<file path="src/rtl/mult_div_pkg.sv">
// Shared definitions for the iterative multiply/divide unit and the main control FSM
// that drives it.
package mult_div_pkg;

  typedef enum logic [2:0] {
    IDLE  = 3'd0,
    MULT  = 3'd1,
    DIV   = 3'd2,
    DONE  = 3'd3,
    DZERO = 3'd4
  } md_state_t;

  localparam int MD_ITER = 32;

  // R-type encodings decoded by the control FSM to launch this unit
  localparam logic [5:0] OP_SPECIAL = 6'b000000;
  localparam logic [5:0] FUNCT_MULT = 6'b011000;
  localparam logic [5:0] FUNCT_DIV  = 6'b011010;

endpackage

</file>
<file path="src/rtl/mult_div_div_step.sv">
// One restoring-division step: shift the next dividend bit into the partial remainder
// and subtract the divisor when it fits.
module div_step #(
  parameter int WIDTH = 32
) (
  input  logic [WIDTH-1:0] rem,
  input  logic [WIDTH-1:0] divisor,
  input  logic             dividend_bit,
  output logic [WIDTH-1:0] rem_next,
  output logic             q_bit
);

  logic [WIDTH:0] shifted;

  // rem < divisor on entry, so the difference always fits back into WIDTH bits
  always_comb begin
    shifted  = {rem, dividend_bit};
    q_bit    = (shifted >= {1'b0, divisor});
    rem_next = q_bit ? (shifted[WIDTH-1:0] - divisor) : shifted[WIDTH-1:0];
  end

endmodule

</file>
<file path="src/rtl/mult_div.sv">
// Iterative signed multiply (radix-2 Booth) and divide (restoring on magnitudes)
// holding the HI/LO result registers.
//
// state | meaning
// IDLE  | waiting for start_mult / start_div
// MULT  | one Booth step per cycle, MD_ITER steps
// DIV   | one quotient bit per cycle, MD_ITER steps
// DONE  | hi/lo valid, done pulse
// DZERO | divide by zero requested, div_by_zero pulse
module mult_div
  import mult_div_pkg::*;
#(
  parameter int WIDTH = 32
) (
  input  logic             clock,
  input  logic             reset,
  input  logic             start_mult,
  input  logic             start_div,
  input  logic [WIDTH-1:0] a,
  input  logic [WIDTH-1:0] b,
  output logic [WIDTH-1:0] hi,
  output logic [WIDTH-1:0] lo,
  output logic             busy,
  output logic             done,
  output logic             div_by_zero
);

  localparam int CNT_W = $clog2(MD_ITER + 1);
  localparam logic [CNT_W-1:0] LAST_STEP = CNT_W'(MD_ITER - 1);

  md_state_t state_q, state_d;

  // p_q/qreg_q are shared: {P, Q} for multiply, {remainder, dividend->quotient} for divide
  logic [WIDTH-1:0] p_q, qreg_q, mcand_q;
  logic             qm1_q;
  logic             sign_a_q, sign_b_q;
  logic [CNT_W-1:0] cnt_q;

  logic [WIDTH:0]   booth_sum;
  logic [WIDTH-1:0] booth_p, booth_q;
  logic [WIDTH-1:0] abs_a, abs_b;
  logic [WIDTH-1:0] div_rem, div_quot, rem_fix, quot_fix;
  logic             div_qbit;
  logic             last_step;

  assign last_step = (cnt_q == LAST_STEP);

  always_comb begin
    abs_a = a[WIDTH-1] ? -a : a;
    abs_b = b[WIDTH-1] ? -b : b;
  end

  // Sign-extended sum keeps P +/- M exact before the arithmetic shift
  always_comb begin
    booth_sum = {p_q[WIDTH-1], p_q};
    case ({qreg_q[0], qm1_q})
      2'b01:   booth_sum = {p_q[WIDTH-1], p_q} + {mcand_q[WIDTH-1], mcand_q};
      2'b10:   booth_sum = {p_q[WIDTH-1], p_q} - {mcand_q[WIDTH-1], mcand_q};
      default: booth_sum = {p_q[WIDTH-1], p_q};
    endcase
    booth_p = booth_sum[WIDTH:1];
    booth_q = {booth_sum[0], qreg_q[WIDTH-1:1]};
  end

  div_step #(.WIDTH(WIDTH)) u_div_step (
    .rem          (p_q),
    .divisor      (mcand_q),
    .dividend_bit (qreg_q[WIDTH-1]),
    .rem_next     (div_rem),
    .q_bit        (div_qbit)
  );

  always_comb begin
    div_quot = {qreg_q[WIDTH-2:0], div_qbit};
    quot_fix = (sign_a_q ^ sign_b_q) ? -div_quot : div_quot;
    rem_fix  = sign_a_q ? -div_rem : div_rem;
  end

  always_ff @(posedge clock or posedge reset) begin
    if (reset) state_q <= IDLE;
    else       state_q <= state_d;
  end

  always_comb begin
    state_d     = state_q;
    busy        = 1'b0;
    done        = 1'b0;
    div_by_zero = 1'b0;
    case (state_q)
      IDLE: begin
        if (start_mult)                         state_d = MULT;
        else if (start_div && (b != '0))        state_d = DIV;
        else if (start_div)                     state_d = DZERO;
      end
      MULT: begin
        busy = 1'b1;
        if (last_step) state_d = DONE;
      end
      DIV: begin
        busy = 1'b1;
        if (last_step) state_d = DONE;
      end
      DONE: begin
        done    = 1'b1;
        state_d = IDLE;
      end
      DZERO: begin
        div_by_zero = 1'b1;
        state_d     = IDLE;
      end
      default: state_d = IDLE;
    endcase
  end

  always_ff @(posedge clock or posedge reset) begin
    if (reset) begin
      p_q      <= '0;
      qreg_q   <= '0;
      mcand_q  <= '0;
      qm1_q    <= 1'b0;
      sign_a_q <= 1'b0;
      sign_b_q <= 1'b0;
      cnt_q    <= '0;
      hi       <= '0;
      lo       <= '0;
    end else begin
      case (state_q)
        IDLE: begin
          if (start_mult) begin
            mcand_q <= a;
            qreg_q  <= b;
            p_q     <= '0;
            qm1_q   <= 1'b0;
            cnt_q   <= '0;
          end else if (start_div && (b != '0)) begin
            mcand_q  <= abs_b;
            qreg_q   <= abs_a;
            p_q      <= '0;
            sign_a_q <= a[WIDTH-1];
            sign_b_q <= b[WIDTH-1];
            cnt_q    <= '0;
          end
        end
        MULT: begin
          p_q    <= booth_p;
          qreg_q <= booth_q;
          qm1_q  <= qreg_q[0];
          cnt_q  <= cnt_q + 1'b1;
          if (last_step) begin
            hi <= booth_p;
            lo <= booth_q;
          end
        end
        DIV: begin
          p_q    <= div_rem;
          qreg_q <= div_quot;
          cnt_q  <= cnt_q + 1'b1;
          if (last_step) begin
            hi <= rem_fix;
            lo <= quot_fix;
          end
        end
        default: ;
      endcase
    end
  end

endmodule

</file>
<file path="config.mk">
export PLATFORM = sky130hd
export DESIGN_NAME = mult_div
export DESIGN_NICKNAME = d
export VERILOG_FILES = /design/src/rtl/mult_div_pkg.sv /design/src/rtl/mult_div_div_step.sv /design/src/rtl/mult_div.sv
export SDC_FILE = /design/constraint.sdc
export NUM_CORES = 1
export LEC_CHECK = 0
export ABC_AREA = 0
export BUFFER_PORTS_ARGS = -buffer_cell sky130_fd_sc_hd__buf_2
export CAP_MARGIN = 15
export CORE_MARGIN = 4
export CORE_UTILIZATION = 65
export DETAILED_ROUTE_END_ITERATION = 10
export HOLD_SLACK_MARGIN = 0.15
export PLACE_DENSITY = 0.86
export SLEW_MARGIN = 20
export SYNTH_ARGS = -nofsm -noshare
export SYNTH_HDL_FRONTEND = slang
export SYNTH_HIERARCHICAL = 1
export SYNTH_SLANG_ARGS = --single-unit
</file>
<file path="constraint.sdc">
create_clock -name clock -period 8 [get_ports clock]
set_input_delay 0.4 -clock clock [delete_from_list [all_inputs] [get_ports clock]]
set_output_delay 0.4 -clock clock [all_outputs]
set_load 0.005 [all_outputs]
</file>
== Word-level counts from Yosys, hierarchy flattened ==
Index checks and enable logic that the tools add are counted.
Storage, ports and cells
  ROM bits: 0
  RAM bits: 0
  word-level logic and storage cells: 83
  memories: 0
  bits in latches: 0
  flip-flop bits (word level): 172
Operators by class
  div/mod/pow operators: 0
  shifts and indexed selects: 0
  order comparisons: 1
  $add $sub $neg: 8
  reduce and logical (&&, ||, !) cells: 16
  multiply operators: 0
  equality and inequality tests: 13
  bitwise gates (word level): 2
  muxes and demuxes: 33
Operator list (count)
  2-to-1 mux 32 bit: 15
  case mux 32 bit (3 select lines): 2
  negator 32 bit: 4
  case mux 32 bit (2 select lines): 2
  case mux 33 bit (2 select lines): 1
  adder 32 x 32 -> 33 bit: 1
  greater-or-equal comparator 33 x 32 -> 1 bit: 1
  subtractor 32 x 32 -> 33 bit: 1
  nonzero test 32 bit: 1
  subtractor 32 bit: 1
  2-to-1 mux 3 bit: 4
  2-to-1 mux 6 bit: 2
  case mux 6 bit (2 select lines): 1
  AND reduction 2 bit: 5
  nonzero test 2 bit: 4
  adder 6 x 1 -> 6 bit (second input constant): 1
  == test 3 x 2 -> 1 bit (second input constant): 2
  == test 6 x 5 -> 1 bit (second input constant): 1
  inequality test 2 bit (second input constant): 3
  case mux 3 bit (2 select lines): 1
  AND reduction 3 bit: 2
  2-to-1 mux 1 bit: 4
  inequality test 4 bit (second input constant): 1
  == test 3 x 1 -> 1 bit (second input constant): 1
  other kinds (12): 12

== Depth between registers and ports, before layout ==
Gate-level depths: netlist (run 1).
  depth in word-level cells: 6
  gate-level depth with buffers: 23

== Modules after synthesis ==
The synthesis (run 1) kept the hierarchy.
By module, submodules not included
  mult_div: seq. area each 4304.1 µm², area an instance 13699.4 µm², cells an instance 1772, instances 1
  div_step: seq. area each 0.0 µm², area an instance 2331.0 µm², cells an instance 323, instances 1

== Worst setup path after synthesis (run 1) ==
OpenSTA, ideal clock, no wires.
  kind: register to register
  start point: register mcand_q[7]
  end point: register hi[29]
  data required time: 7.879 ns
  library setup time: 0.121 ns
  data arrival time: 4.691 ns
  path buffers: 1
  cell stages (with the launch flop): 21
  path slack: 3.188 ns
  cell sequence: dfrtp_1 > inv_1 > ha_1 > a21oi_2 > a211oi_1 > or3_4 > nor4b_4 > o21ai_2 > a31oi_4 > o21a_4 > inv_2 > buf_6 > mux2_2 > nor4_1 > nand4b_1 > or3_1 > nand2b_1 > o41ai_1 > xor2_1 > a21oi_1 > a22o_1
Between the ends
  word-level cells in the longest chain between the ends: 6
  elaborated cells between the ends (all ways): 11
  classes of those cells: add/sub: 4; order compare: 1; mux: 6
Ends and longest elaborated chain
  from (decl): line mult_div.sv:34  | logic [WIDTH-1:0] p_q, qreg_q, mcand_q;
  from (signal assigned): line mult_div.sv:136  | mcand_q <= abs_b;
  subtractor 32 bit or greater-or-equal comparator 33 x 32 -> 1 bit (tied branches): line mult_div_div_step.sv:19, mult_div_div_step.sv:18
  2-to-1 mux 32 bit (*): line mult_div_div_step.sv:19  | rem_next = q_bit ? (shifted[WIDTH-1:0] - divisor) : shifted[WIDTH-1:0];
  net div_rem[9]: line mult_div.sv:42  | logic [WIDTH-1:0] div_rem, div_quot, rem_fix, quot_fix;
  negator 32 bit (*): line mult_div.sv:76  | rem_fix = sign_a_q ? -div_rem : div_rem;
  2-to-1 mux 32 bit (*): line mult_div.sv:76
  2-to-1 mux 32 bit (*): line mult_div.sv:158  | if (last_step) begin
  case mux 32 bit (2 select lines) (*): line mult_div.sv:127  | case (state_q)
  to (signal assigned): line mult_div.sv:150  | hi <= booth_p;
  to (signal assigned): line mult_div.sv:159  | hi <= rem_fix;
  to (decl): line mult_div.sv:21  | output logic [WIDTH-1:0] hi,
Mark *: on every way through the listed nets, which the timed path passes. The rest lies on a longest branch. The select of a mux whose other input is x is not followed.
A chain may end at the register's enable or synchronous reset.

== Worst setup path after layout (run 1) ==
  start point: register mcand_q[10]
  end point: register hi[26]
Between the ends
  word-level cells in the longest chain between the ends: 6
  elaborated cells between the ends (all ways): 11
  classes of those cells: add/sub: 4; order compare: 1; mux: 6
Ends and longest elaborated chain
  greater-or-equal comparator 33 x 32 -> 1 bit: line mult_div_div_step.sv:18  | q_bit = (shifted >= {1'b0, divisor});
  net div_qbit: line mult_div.sv:43  | logic div_qbit;
  2-to-1 mux 32 bit: line mult_div_div_step.sv:19
  net div_rem[3]: line mult_div.sv:42
  negator 32 bit: line mult_div.sv:76
  2-to-1 mux 32 bit: line mult_div.sv:76
  2-to-1 mux 32 bit: line mult_div.sv:158
  case mux 32 bit (2 select lines): line mult_div.sv:127
The timed path passes the listed nets, and every way through them passes these cells. The select of a mux whose other input is x is not followed.

==> results of run 1 <==
## flip-flops by register name (all words and copies together), names as in the netlist
register	cells
cnt_q	6
hi	32
lo	32
mcand_q	32
p_q	32
qm1_q	1
qreg_q	32
sign_a_q	1
sign_b_q	1
state_q	3
## through the flow
stage | worst slack [ns] | hold WS (ns) | cell area, um^2
after floorplan | 2.94 | 0.443 | 16000
after global placement | 2.17 | 0.457 | 16700
after detailed placement | 1.92 | 0.462 | 16700
after CTS | 1.89 | 0.223 | 17300
after global routing | 1.50 | 0.239 | 17300
final | 1.72 | 0.230 | 17300
## layer usage
| layer | wire length (um) | global-route usage [%] | share of wire, % | up-vias |
|---|---|---|---|---|
| li1 | - | - | - | 7635 |
| met1 | 21400 | 53.7 | 40 | 7782 |
| met2 | 23700 | 58.5 | 44 | 1072 |
| met3 | 6120 | 7.41 | 11 | 170 |
| met4 | 2840 | 20.6 | 5.3 | 2 |
| met5 | 13 | 0 | 0.024 | - |
## worst paths after layout
kind                                          from                      to  slack, ns  cells past startpoint
min                                      start_div  state_q[2]$_DFFE_PP0P_       0.23                      3
max                        mcand_q[10]$_DFFE_PP0P_      hi[26]$_DFFE_PP0P_       1.72                     19
max in group asynchronous                    reset      lo[16]$_DFFE_PP0P_       5.49                      5
max reg2reg                mcand_q[10]$_DFFE_PP0P_      hi[26]$_DFFE_PP0P_       1.72                     19
min in group asynchronous                    reset       hi[2]$_DFFE_PP0P_       0.62                      3
min reg2reg                     lo[10]$_DFFE_PP0P_      lo[10]$_DFFE_PP0P_       0.48                      2
## Yosys cell counts, drive strengths merged, types with 16 or more instances
master | instances | share of area, %
a21o | 26 | 1.2
buf | 26 | 0.89
nor2 | 176 | 4.1
ha | 71 | 5.5
or4 | 16 | 0.80
dfrtp | 172 | 27
a21oi | 205 | 6.4
clkbuf | 109 | 2.6
o21ai | 258 | 8.1
mux2 | 39 | 3.0
a222oi | 29 | 1.8
inv | 85 | 2.0
mux2i | 20 | 1.2
o31ai | 41 | 2.0
a22oi | 20 | 0.94
nand2 | 255 | 6.0
nor4 | 19 | 0.84
xor2 | 94 | 5.1
nor3 | 32 | 1.0
nand3 | 24 | 0.75
xnor2 | 106 | 5.8
o41ai | 23 | 1.4
a31oi | 23 | 0.99
nand2b | 20 | 0.78
## layout make-up
| type | count | area (um^2) |
|---|---|---|
| Timing Repair Buffer | 153 | 818 |
| Antenna cell | 1 | 2.50 |
| Multi-Input combinational cell | 1702 | 10900 |
| Clock buffer | 17 | 425 |
| Fill cell | 2056 | 6970 |
| Tap cell | 324 | 405 |
| Sequential cell | 172 | 4300 |
| Clock inverter | 15 | 178 |
| Inverter | 86 | 328 |
## logic make-up after synthesis
family / share of synthesized area, %
flops: 26.8
fa+ha+maj: 5.79
buf+inv: 5.46
simple gates: 18.7
xor+xnor: 10.9
mux: 4.20
compound gates: 28.1
## report_power, final
part / internal (mW) / leakage (nW) / switching [mW]
logic: 2.46 / 5.23 / 3.90
registers: 1.11 / 2.26 / 0.447
clock network: 0.421 / 0.292 / 0.433
total: 3.99 / 7.78 / 4.78
## worst max-delay path, stage by stage, from the launching register on
cell and delay, ns:
dfrtp_1 0.40, inv_1 0.07, ha_1 0.41, nand4_1 0.22
nor3_1 0.36, o211ai_1 0.19, nor4b_4 0.18, o21ai_2 0.18
a31oi_4 0.13, o21a_4 0.27, inv_2 0.60, mux2_2 0.46
nor3b_1 0.56, nand4b_1 0.34, or3_1 0.53, nand2b_1 0.30
o41ai_1 0.43, xor2_1 0.20, a21oi_1 0.09, a22o_1 0.24
==> metrics.md, run 1 <==
| Metric | Value |
|---|---|
| Cell count after synthesis | 2,095 |
| Final Cycle Share | 78.5% |
| WP data required | 8.34 ns |
| Sum Neg Setup Slack | 0 ns |
| Vias | 16,700 |
| Starting Density | 65.9% |
| Leak pwr | 7.78 nW |
| Fmax | 0.159 GHz |
| First-pass GRT wire length | 83,400 um |
| Pin count of the biggest net entering global routing | 111 |
| HP Class | in -> reg |
| Final Core Density | 71.3% |
| Mean number of vias per cell | 6.75 |
| GP Congestion | 1.02 |
| # setup viols final | 0 |
| Share of cells above drive strength 1 | 12.0% |
| Initial antenna violation count | 1 |
| Post-CTS Setup Bufs | 0 |
| GRT overflow | 0 |
| Syn Nets | 2,236 |
| Async S/R FF share, synth | 100% |
| Clock Sinks | 172 |
| CTS buffer count | 17 |
| Die Wd | 165 um |
| Clock Latency Late Sink | 0.46 ns |
| Gr usage total | 39.1% |
| Tightest Pin Transition | 1.11 ns |
| Hold buffers post-CTS | 1 |
| Post-Syn Area | 0.0160 mm^2 |
| Final Max Tran Viols | 0 |
| Hpwl dp | 39,700 um |
| Placed Cells | 2,436 |
| Critical path launch point type | flip-flop |
| Worst Skew | 0.0243 ns |
| Average detailed-routed wire length per instance | 21.9 um |
| Post-synth EDFFs | 0 |
| Non-Filler Instances | 2,470 |
| Worst vdd ir | 300 uV |
| Post-CTS resize count | 0 |
| Area grow syn2layout | 8.22% |
| Overall power | 8.77 mW |
| Vias in the first global route | 15,200 |
| Port bufs | 134 |
| Remaining DRCs | 0 |
| Row Count | 57 |
| Syn_area_per_cell | 7.65 um^2 |
| Ys Warns | 6 |
| Total Wirelength | 54,100 um |
| Seq/Total Area, Yosys | 26.8% |
| Crit path time final | 6.28 ns |
| Slew Limit Headroom | 26.2% |
| Vert. Die Dim | 165 um |
| Clock tree from TritonCTS | built |
| Status | completed |
| CTS clk-pin slew, worst paths | 0.08 ns |
| Core Area | 0.0243 mm^2 |
| Distinct cells, synth | 84 |
| Die ar. | 0.0272 mm^2 |
| Unrepaired setup endpoints after global routing | false |
| Clk buf depth | 2 |
| First drt pass iteration count | 7 |
| Commonest non-fill, non-tap cell in the layout | o21ai_0 |
| Synth Flop Type | dfrtp_1 |
| PwrDens | 505 mW/mm^2 |
| Commonest non-fill, non-tap cells in the layout | 256 x o21ai_0, 255 x nand2_1, 203 x a21oi_1 |
| #FFs+latches synth | 172 |
| CP endpoint kind | flip-flop |
| Root buf cell | clkbuf_16 |
| CP max FO | 32 |
| Initial drt markers | 2,224 |
| Num ports | 135 |
| Final #Nets | 2,273 |
| Htree depth | 4 |
| # Max-Cap Violations | 0 |
| Endpoints failing hold | 0 |
| Routed Antenna Nets | 0 |
| CP Data Arrival Time | 6.62 ns |
| WS Path Type | reg -> reg |
No activity file was read; power rests on OpenSTA's default activity.
==> run 2, diff against run 1 <==
--- a/config.mk
+++ b/config.mk
@@ -9,10 +9,10 @@
 export BUFFER_PORTS_ARGS = -buffer_cell sky130_fd_sc_hd__buf_2
 export CAP_MARGIN = 15
 export CORE_MARGIN = 4
-export CORE_UTILIZATION = 65
+export CORE_UTILIZATION = 62
 export DETAILED_ROUTE_END_ITERATION = 10
 export HOLD_SLACK_MARGIN = 0.15
-export PLACE_DENSITY = 0.86
+export PLACE_DENSITY = 0.82
 export SLEW_MARGIN = 20
 export SYNTH_ARGS = -nofsm -noshare
 export SYNTH_HDL_FRONTEND = slang
==> constraint.sdc (replaced) <==
create_clock -name clock -period 5.8 [get_ports clock]
set_input_delay 0.29 -clock clock [delete_from_list [all_inputs] [get_ports clock]]
set_output_delay 0.29 -clock clock [all_outputs]
set_load 0.005 [all_outputs]
==> run 2 against run 1 <==
Effect of this change: critical path depth unchanged; routed wire length rose by 0.89%; hold slack worse by 0.052 ns; via count rose by 0.26%; first-iteration DRC count grew 0.58%; fmax rose by 16%; die area up 4.6%; register-to-register slack got worse by 1.4 ns; final cell count rose by 1.3%; non-clock buffer count up 25; largest power group unchanged; highest routed layer unchanged.
==> metrics.md, run 2 (same netlist as run 1, synthesis figures left out) <==
| Metric | Value |
|---|---|
| Worst vdd ir | 417 uV |
| Endpoints failing hold | 0 |
| First drt pass iteration count | 6 |
| WS Path Type | reg -> reg |
| CP Data Arrival Time | 5.77 ns |
| Slew Limit Headroom | 32.9% |
| CTS clk-pin slew, worst paths | 0.09 ns |
| First-pass GRT wire length | 85,500 um |
| Clock Sinks | 172 |
| PwrDens | 700 mW/mm^2 |
| Initial drt markers | 2,237 |
| Seq pwr share | 17.1% |
| Row Count | 58 |
| CP Cell Sequence | ha_1 > a21oi_2 > a211oi_1 > or3_4 > nor4b_4 > o21ai_2 > a31oi_4 > o21a_4 > inv_4 > mux2_2 > nor4_1 > buf_4 > nand4b_1 > or3_1 > nand2b_1 > o41ai_1 > xor2_1 > a21oi_1 > a22o_1 |
| Fmax | 0.184 GHz |
| Htree depth | 4 |
| Sum Neg Setup Slack | 0 ns |
| Vias in the first global route | 15,500 |
| CP delay by family, top | simple AND/OR/NAND/NOR gates |
| Clock tree from TritonCTS | built |
| Die ar. | 0.0285 mm^2 |
| Clk buf depth | 2 |
| Clock share of power | 10.4% |
| HP Class | in -> reg |
| Final Cycle Share | 93.7% |
| Die Wd | 169 um |
| Average detailed-routed wire length per instance | 21.8 um |
| Worst Skew | 0.0211 ns |
| CP endpoint kind | flip-flop |
| Routed Antenna Nets | 0 |
| Critical path launch point type | flip-flop |
| Hpwl dp | 40,800 um |
| Switching Fraction | 54.1% |
| Core Area | 0.0253 mm^2 |
| GRT overflow | 0 |
| Mean number of vias per cell | 6.68 |
| Num ports | 135 |
| Initial antenna violation count | 8 |
| Final Max Tran Viols | 0 |
| # setup viols final | 0 |
| Fillers | 2,206 |
| Area grow syn2layout | 9.95% |
| Buffers and inverters on the worst path | 2 |
| Gr usage total | 37.5% |
| Vias | 16,700 |
| Non-Filler Instances | 2,501 |
| CTS buffer count | 17 |
| Unrepaired setup endpoints after global routing | false |
| Comb pwr share | 72.5% |
| Commonest non-fill, non-tap cell in the layout | o21ai_0 |
| Placed Cells | 2,464 |
| # Max-Cap Violations | 0 |
| GP Congestion | 1.00 |
| Total Wirelength | 54,600 um |
| Int Power | 5.66 mW |
| Share of cells above drive strength 1 | 13.0% |
| Final Core Density | 69.6% |
| Root buf cell | clkbuf_16 |
| Slowest cell on the critical path | dfrtp_1 |
| Leak pwr | 7.94 nW |
| Port bufs | 134 |
| Remaining DRCs | 0 |
| Slowest stage delay, CP | 0.48 ns |
| Starting Density | 63.3% |
| Final #Nets | 2,298 |
| Vert. Die Dim | 169 um |
| Clock Latency Late Sink | 0.46 ns |
| Switching power of the nets | 6.68 mW |
| WP data required | 6.14 ns |
| Status | completed |
| Tightest Pin Transition | 0.994 ns |
| Pin count of the biggest net entering global routing | 111 |
| Commonest non-fill, non-tap cells in the layout | 256 x o21ai_0, 255 x nand2_1, 203 x a21oi_1 |
| Crit path time final | 5.43 ns |
| CP max FO | 19 |
## run 2: cell count changes in the layout (fill, tap and decap cells not counted), sizes merged
| cell | delta |
|---|---|
| buf | +23 |
| clkinv | -5 |
| inv | +4 |
| dlygate4sd3 | +2 |
| bufinv | +1 |
## run 2: final cells by class
type	instances	area, um^2	area share [%]
Clock buffer	17	425	2.41
Antenna cell	1	2.50	0.0142
Inverter	86	330	1.87
Sequential cell	172	4300	24.4
Tap cell	330	413	2.34
Timing Repair Buffer	178	1050	5.95
Multi-Input combinational cell	1702	10900	61.8
Clock inverter	15	210	1.19
## run 2: worst register-to-register path: cells and delay by family (launching register included)
kind            cells  cell delay (ns)
simple gates        6             1.96
compound gates      8             1.62
flops               1             0.48
fa+ha+maj           1             0.40
mux                 1             0.34
buf+inv             2             0.30
xor+xnor            1             0.19
## run 2: timing repair
action / CTS / global route
setup endpoints to repair: 0 / 9
endpoints found under the hold margin: 86 / 0
hold buffers: 3 / 0
resized for setup: 0 / 4
buffers inserted: 0 / 0
## run 2: per-layer routing
layer / share of wire [%] / vias up / global-route usage (%)
li1: - / 7693 / -
met1: 42 / 7857 / 53.3
met2: 43 / 980 / 56.2
met3: 11 / 161 / 9.13
met4: 3.7 / 14 / 12.4
met5: 0.16 / - / 0
## run 2: metrics by stage
step	hold slack, ns	total power [mW]	setup slack, ns	area, um^2
2_1_floorplan	0.426	8.52	0.850	16000
3_5_place_dp	0.465	10.7	0.183	16900
3_3_place_gp	0.455	10.6	0.299	16900
5_1_grt	0.179	13.2	0.0613	17600
6_report	0.178	12.3	0.367	17600
4_1_cts	0.180	12.0	0.138	17600
## run 2: power by group through the flow
stage / combinational (mW) / clock (mW) / sequential, mW
after floorplan: 6.68 / 0 / 1.84
after global placement: 8.51 / 0 / 2.08
after detailed placement: 8.61 / 0 / 2.10
after CTS: 8.69 / 1.28 / 2.07
after global routing: 9.76 / 1.32 / 2.15
final: 8.95 / 1.28 / 2.11
## run 2: worst paths after layout
path,from,endpoint,slack [ns],depth (start not counted)
min in group asynchronous,reset,p_q[6]$_DFFE_PP0P_,0.56,3
setup reg to reg,p_q[6]$_DFFE_PP0P_,hi[29]$_DFFE_PP0P_,0.37,19
setup / recovery,p_q[6]$_DFFE_PP0P_,hi[29]$_DFFE_PP0P_,0.37,19
hold / removal,a[4],mcand_q[4]$_DFFE_PP0P_,0.18,3
hold reg to reg,lo[29]$_DFFE_PP0P_,lo[29]$_DFFE_PP0P_,0.48,2
max in group asynchronous,reset,mcand_q[22]$_DFFE_PP0P_,4.00,4
